### src/rtl/fib_verificador.sv
// Fibonacci stream checker: locks on a 0 term, tracks the expected term pair,
// pulses erro on mismatches, counts complete periods and saturating errors.
module fib_verificador #(
  parameter int unsigned LARGURA   = 4,
  parameter int unsigned LARG_CONT = 8
) (
  input  logic                 clock,
  input  logic                 resete,
  input  logic                 entrada_valida,
  input  logic [LARGURA-1:0]   entrada,
  output logic                 travado,
  output logic                 erro,
  output logic [LARGURA-1:0]   esperado,
  output logic [LARG_CONT-1:0] periodos,
  output logic [LARG_CONT-1:0] erros
);

  typedef enum logic {
    BUSCA   = 1'b0,
    TRAVADO = 1'b1
  } estado_t;

  localparam logic [LARGURA-1:0]   ZERO     = LARGURA'(0);
  localparam logic [LARGURA-1:0]   UM       = LARGURA'(1);
  localparam logic [LARG_CONT-1:0] CONT_UM  = LARG_CONT'(1);
  localparam logic [LARG_CONT-1:0] CONT_MAX = '1;

  estado_t              estado_q, estado_d;
  logic [LARGURA-1:0]   a_q, a_d;
  logic [LARGURA-1:0]   b_q, b_d;
  logic                 erro_q, erro_d;
  logic [LARG_CONT-1:0] periodos_q, periodos_d;
  logic [LARG_CONT-1:0] erros_q, erros_d;

  // b_q is the term expected next; a_q is the one after it.
  always_comb begin
    estado_d   = estado_q;
    a_d        = a_q;
    b_d        = b_q;
    erro_d     = 1'b0;
    periodos_d = periodos_q;
    erros_d    = erros_q;
    if (entrada_valida) begin
      case (estado_q)
        BUSCA: begin
          if (entrada == ZERO) begin
            estado_d = TRAVADO;
            a_d      = UM;
            b_d      = UM;
          end
        end
        TRAVADO: begin
          if (entrada == b_q) begin
            if (b_q[LARGURA-1]) begin
              a_d        = UM;
              b_d        = ZERO;
              periodos_d = periodos_q + CONT_UM;
            end else begin
              a_d = a_q + b_q;
              b_d = a_q;
            end
          end else begin
            erro_d = 1'b1;
            if (erros_q != CONT_MAX) begin
              erros_d = erros_q + CONT_UM;
            end
            // A mismatching 0 is itself a valid lock point.
            if (entrada == ZERO) begin
              a_d = UM;
              b_d = UM;
            end else begin
              estado_d = BUSCA;
              a_d      = UM;
              b_d      = ZERO;
            end
          end
        end
        default: begin
          estado_d = BUSCA;
        end
      endcase
    end
  end

  always_ff @(posedge clock or negedge resete) begin
    if (!resete) begin
      estado_q   <= BUSCA;
      a_q        <= UM;
      b_q        <= ZERO;
      erro_q     <= 1'b0;
      periodos_q <= '0;
      erros_q    <= '0;
    end else begin
      estado_q   <= estado_d;
      a_q        <= a_d;
      b_q        <= b_d;
      erro_q     <= erro_d;
      periodos_q <= periodos_d;
      erros_q    <= erros_d;
    end
  end

  assign travado  = (estado_q == TRAVADO);
  assign erro     = erro_q;
  assign esperado = b_q;
  assign periodos = periodos_q;
  assign erros    = erros_q;

endmodule

### config.mk
export PLATFORM = sky130hd
export DESIGN_NAME = fib_verificador
export DESIGN_NICKNAME = d
export VERILOG_FILES = /design/src/rtl/fib_verificador.sv
export SDC_FILE = /design/constraint.sdc
export NUM_CORES = 1
export LEC_CHECK = 0
export CORE_MARGIN = 1.5
export CORE_UTILIZATION = 45
export DETAILED_ROUTE_END_ITERATION = 8
export PLACE_DENSITY = 0.78
export REMOVE_ABC_BUFFERS = 1
export SLEW_MARGIN = 10
export SYNTH_ARGS = -nofsm -noshare
export SYNTH_HDL_FRONTEND = slang
export SYNTH_SLANG_ARGS = --single-unit
### constraint.sdc
create_clock -name clock -period 1.9 [get_ports clock]
set_clock_uncertainty 0.15 [all_clocks]
set_input_delay 0.38 -clock clock [delete_from_list [all_inputs] [get_ports clock]]
set_output_delay 0.38 -clock clock [all_outputs]
set_load 0.005 [all_outputs]
After elaboration in Yosys (flattened, before gate mapping)
Cells that the tools add are included.
{"block": "totals", "register_bits": 26, "wordCells": 32}
{"block": "classes", "bitwise": 2, "n_reduce_logical": 4, "add_sub_neg": 3, "muxes": 14, "n_eq_ne": 3}
{"op": "4-bit 2-to-1 mux", "n": 5}
{"op": "8-bit by 1-bit adder with 8-bit output, second input constant", "n": 2}
{"op": "4-bit case mux with 2 select lines", "n": 2}
{"op": "8-bit != test, second input constant", "n": 1}
{"op": "4-bit AND reduction", "n": 2}
{"op": "1-bit 2-to-1 mux", "n": 6}
{"op": "4-bit adder", "n": 1}
{"op": "4-bit equality test", "n": 1}
{"op": "4-bit zero test", "n": 1}
{"op": "2-bit != test, second input constant", "n": 1}
{"op": "1-bit NOT", "n": 2}
{"op": "1-bit case mux with 2 select lines", "n": 1}
{"op": "2-bit AND reduction", "n": 1}

Logic depth before layout (Yosys ltp)
{"block": "depth", "depth_word": 4, "ltp_mapped": 6}

Worst setup path before layout
No wires, ideal clock.
{"block": "synth_path", "path_type": "reg-to-reg", "start": "register b_q[1] (netlist: esperado[1])", "end": "register periodos_q[1] (netlist: periodos[1])", "path_stages_with_launch": 5, "slack_ns": 0.000, "t_required_ns": 1.625, "arrival_time_ns": 1.625, "n_path_buf": 0, "cell_sequence": "dfrtp_1 > xnor2_1 > nand4_4 > or3_4 > mux2_4"}
{"block": "synth_between", "elab_chain_cells": 2}
{"element": "start, declared", "line_no": "30", "rtl": "logic [LARGURA-1:0] b_q, b_d;"}
{"element": "start signal, assigned", "line_no": "89", "rtl": "b_q <= ZERO;"}
{"element": "start signal, assigned", "line_no": "96", "rtl": "b_q <= b_d;"}
{"element": "4-bit equality test", "line_no": "53", "rtl": "if (entrada == b_q) begin"}
{"element": "4-bit AND reduction (no line)"}
{"element": "end signal, assigned", "line_no": "98", "rtl": "periodos_q <= periodos_d;"}
{"element": "end, declared", "line_no": "32", "rtl": "logic [LARG_CONT-1:0] periodos_q, periodos_d;"}
Every way passes these cells.
A chain may end at the register's enable or synchronous reset.

Worst setup path in the final report
{"block": "layout_path", "start": "register periodos_q[1] (netlist: periodos[1])", "end": "output periodos[1]"}
{"element": "end, declared", "line_no": "14", "rtl": "output logic [LARG_CONT-1:0] periodos,"}
No word-level cell between the ends.

==> impl_metrics.ini <==
[min_path]
hold_path_class = in2async

[placement]
placed_cells = 188
dp_hpwl_mm = 2.199
finalWeightedCongestion = 0.8221
port-buffer-count = 28
place_ws_ps = -454.1

[critical_path]
path_cells = clkdlybuf4s50_1
worstPathMaxFanout = 4
start_kind = register
critPathRequiredTime_ps = 1370
crit_slowest_cell = clkdlybuf4s50_1
critPathCaptureType = output pin
crit_arrival_ps = 1350
max_stage_delay_ps = 550
path_buf_inv = 1
crit_type = reg2out
crit_family = buffers and inverters

[clock_network]
path_clk_slew_ps = 150
clock-sinks = 26
cts-root-buf = clkbuf_4
cts.path.max_buffers = 2
h-tree-depth = 1
cts_made_buffers = 3
hold_buffers = 0
cts_tree = built
clk_latency_ps = 350

[global_route]
antenna_found_initial = 0
grt_max_degree = 27
overflow = 0
track_usage_pct = 20.13
grt_first_pass_wirelength_mm = 5.133
grt_pass1_vias = 1119

[job]
cap_viol_max_count = 0

[timing]
period_minus_slack_ps = 1877
hold_violations = 0
finalHoldWorstSlack_ps = 224.6
final-setup-viol-count = 0
maxSlewHeadroom_pct = 60.96
drv_slew = 0
fmax_ghz = 0.5327
worst_slew_pin_slew_ps = 581.6
setup_slack_ps = 22.61
final.period_utilization_pct = 98.81

[pwr]
swShare_pct = 26.68
power_frac_seq_pct = 48.1
combPwrFrac_pct = 22.6
power_switching_mw = 0.3580
finalPower_mw = 1.342
ir_drop_mv = 0.5624
p_per_area_mw_per_mm2 = 675.7
p_clk_share_pct = 29.3
p_int_mw = 0.9837
p_leak_nw = 0.9692

[route]
dr.pass1.iters = 6
ant_nets = 0
num_vias = 1115
viasPerCell = 5.660
drt_iter0_drc = 55
routed_wl_mm = 3.387
wire_per_inst_um = 17.19
drc = 2

[floorplan]
die_h_um = 58.13
core_area_sq_mm = 0.002829
num_rows = 19
initial_core_util_pct = 48.34
io_pins = 29
die_width_um = 58.13
die-area_sq_mm = 0.003379

[synthesis]
synthFlopType = dfrtp_1
yosys_register_bits = 26
synth-async-reset-ratio_pct = 100.0
netlist_area_sq_mm = 0.001368
synth_area_per_cell_sq_um = 11.69
post_synth_num_cell_types = 35
yosysSeqAreaShare_pct = 47.67
yosys_warnings = 0
synth_edf_count = 0
syn_inst = 117

[cells_and_area]
finish.utilization_pct = 70.19
drive_above_1_share_pct = 27.71
area_growth_pct = 45.20
fin_cells = 197
n_antenna_cell = 0
nets = 181

[status]
violations = design-rule violations
status = complete, but fails checks
==> registers in the layout (all words and copies together) (netlist names) <==
signal,count
erros,8
periodos,8
a_q,4
esperado,4
erro,1
travado,1
==> path summary, 6_finish.rpt <==
| check | start | end | slack (ps) | depth (start not counted) |
|---|---|---|---|---|
| hold reg to reg | periodos[7] | periodos[7] | 340 | 1 |
| hold / removal | resete | periodos[5] | 220 | 2 |
| max in group asynchronous | resete | a_q[0] | 1070 | 2 |
| setup reg to reg | esperado[2] | periodos[1] | 40 | 5 |
| min in group clock | periodos[7] | periodos[7] | 340 | 1 |
| setup / recovery | periodos[1] | periodos[1] | 20 | 1 |
==> power by group through the flow <==
stage / sequential [mW] / combinational [mW] / clock (mW)
after floorplan: 0.654 / 0.102 / 0
after global placement: 0.651 / 0.244 / 0
after detailed placement: 0.656 / 0.253 / 0
after CTS: 0.642 / 0.276 / 0.395
after global routing: 0.651 / 0.332 / 0.416
final: 0.646 / 0.303 / 0.393
==> placed cells by master (no fill, tap or decap), types with 2 or more instances in the layout <==
cell and n:
dfrtp_1 22, clkdlybuf4s50_1 21, buf_4 18, nand2_1 12, xor2_1 8, a22o_1 6, ha_1 6, dlymetal6s2s_1 6
xnor2_1 5, nor2_1 4, nand4_1 4, nand3_1 4, xnor2_4 3, nor3_1 3, mux2_2 3, clkbuf_4 3
dfrtp_2 3, inv_1 2, nor4_1 2, a21oi_1 2, nor2b_1 2, o21ai_0 2, buf_6 2
==> Yosys cell counts, types with 2 or more instances <==
cell     count  area [sq um]
xor2_1       8         70.07
nand4_1      4         25.02
mux2_2       3         33.78
nor4_1       4         25.02
nand3_1      4         20.02
xnor2_1      8         70.07
nand2_1     12         45.04
buf_6        2         22.52
o21ai_0      2         10.01
a21oi_1      2         10.01
nor2b_1      2         12.51
nor3_1       4         20.02
nor2_1       4         15.01
inv_1        2         7.510
ha_1         6         75.07
a22o_1       6         52.55
a41oi_1      2         17.52
dfrtp_1     25         625.6
==> cell families (layout without fill, tap and decap cells) <==
logic type	after synthesis	count (layout)	share of synthesized area (%)
compound gates	16	16	8.692
flops	26	26	47.67
buf+inv	5	54	2.470
simple gates	42	42	19.21
xor+xnor	17	17	11.44
fa+ha+maj	7	7	6.953
mux	4	4	3.568
==> per-layer routing <==
layer / track usage (%) / vias to the layer above / wire length [um]
li1: - / 524 / -
met1: 26.26 / 559 / 1394
met2: 32.95 / 25 / 1805
met3: 3.795 / 7 / 125
met4: 8.306 / 0 / 62
met5: 0 / - / 0
==> final cells by class <==
| type | count | area (sq um) |
|---|---|---|
| Clock buffer | 3 | 22.52 |
| Clock inverter | 1 | 30.03 |
| Tap cell | 31 | 38.79 |
| Fill cell | 212 | 843.3 |
| Inverter | 2 | 7.507 |
| Timing Repair Buffer | 48 | 451.7 |
| Multi-Input combinational cell | 86 | 779.5 |
| Sequential cell | 26 | 655.6 |
==> per-stage QoR <==
stage               setup TNS [ps]  cell area [sq um]
floorplan                        0               1341
global placement             -6212               1773
detailed placement           -7731               1773
CTS                              0               1879
global route                -30.08               1986
finish                           0               1986
==> repair_timing <==
item                       in CTS  in global routing
setup endpoints to repair      10                 19
gates cloned                    0                  0
pin swaps                       0                  4
buffers inserted                3                  2
gates resized for setup         6                 19
Power figures use the tool's default switching activity.
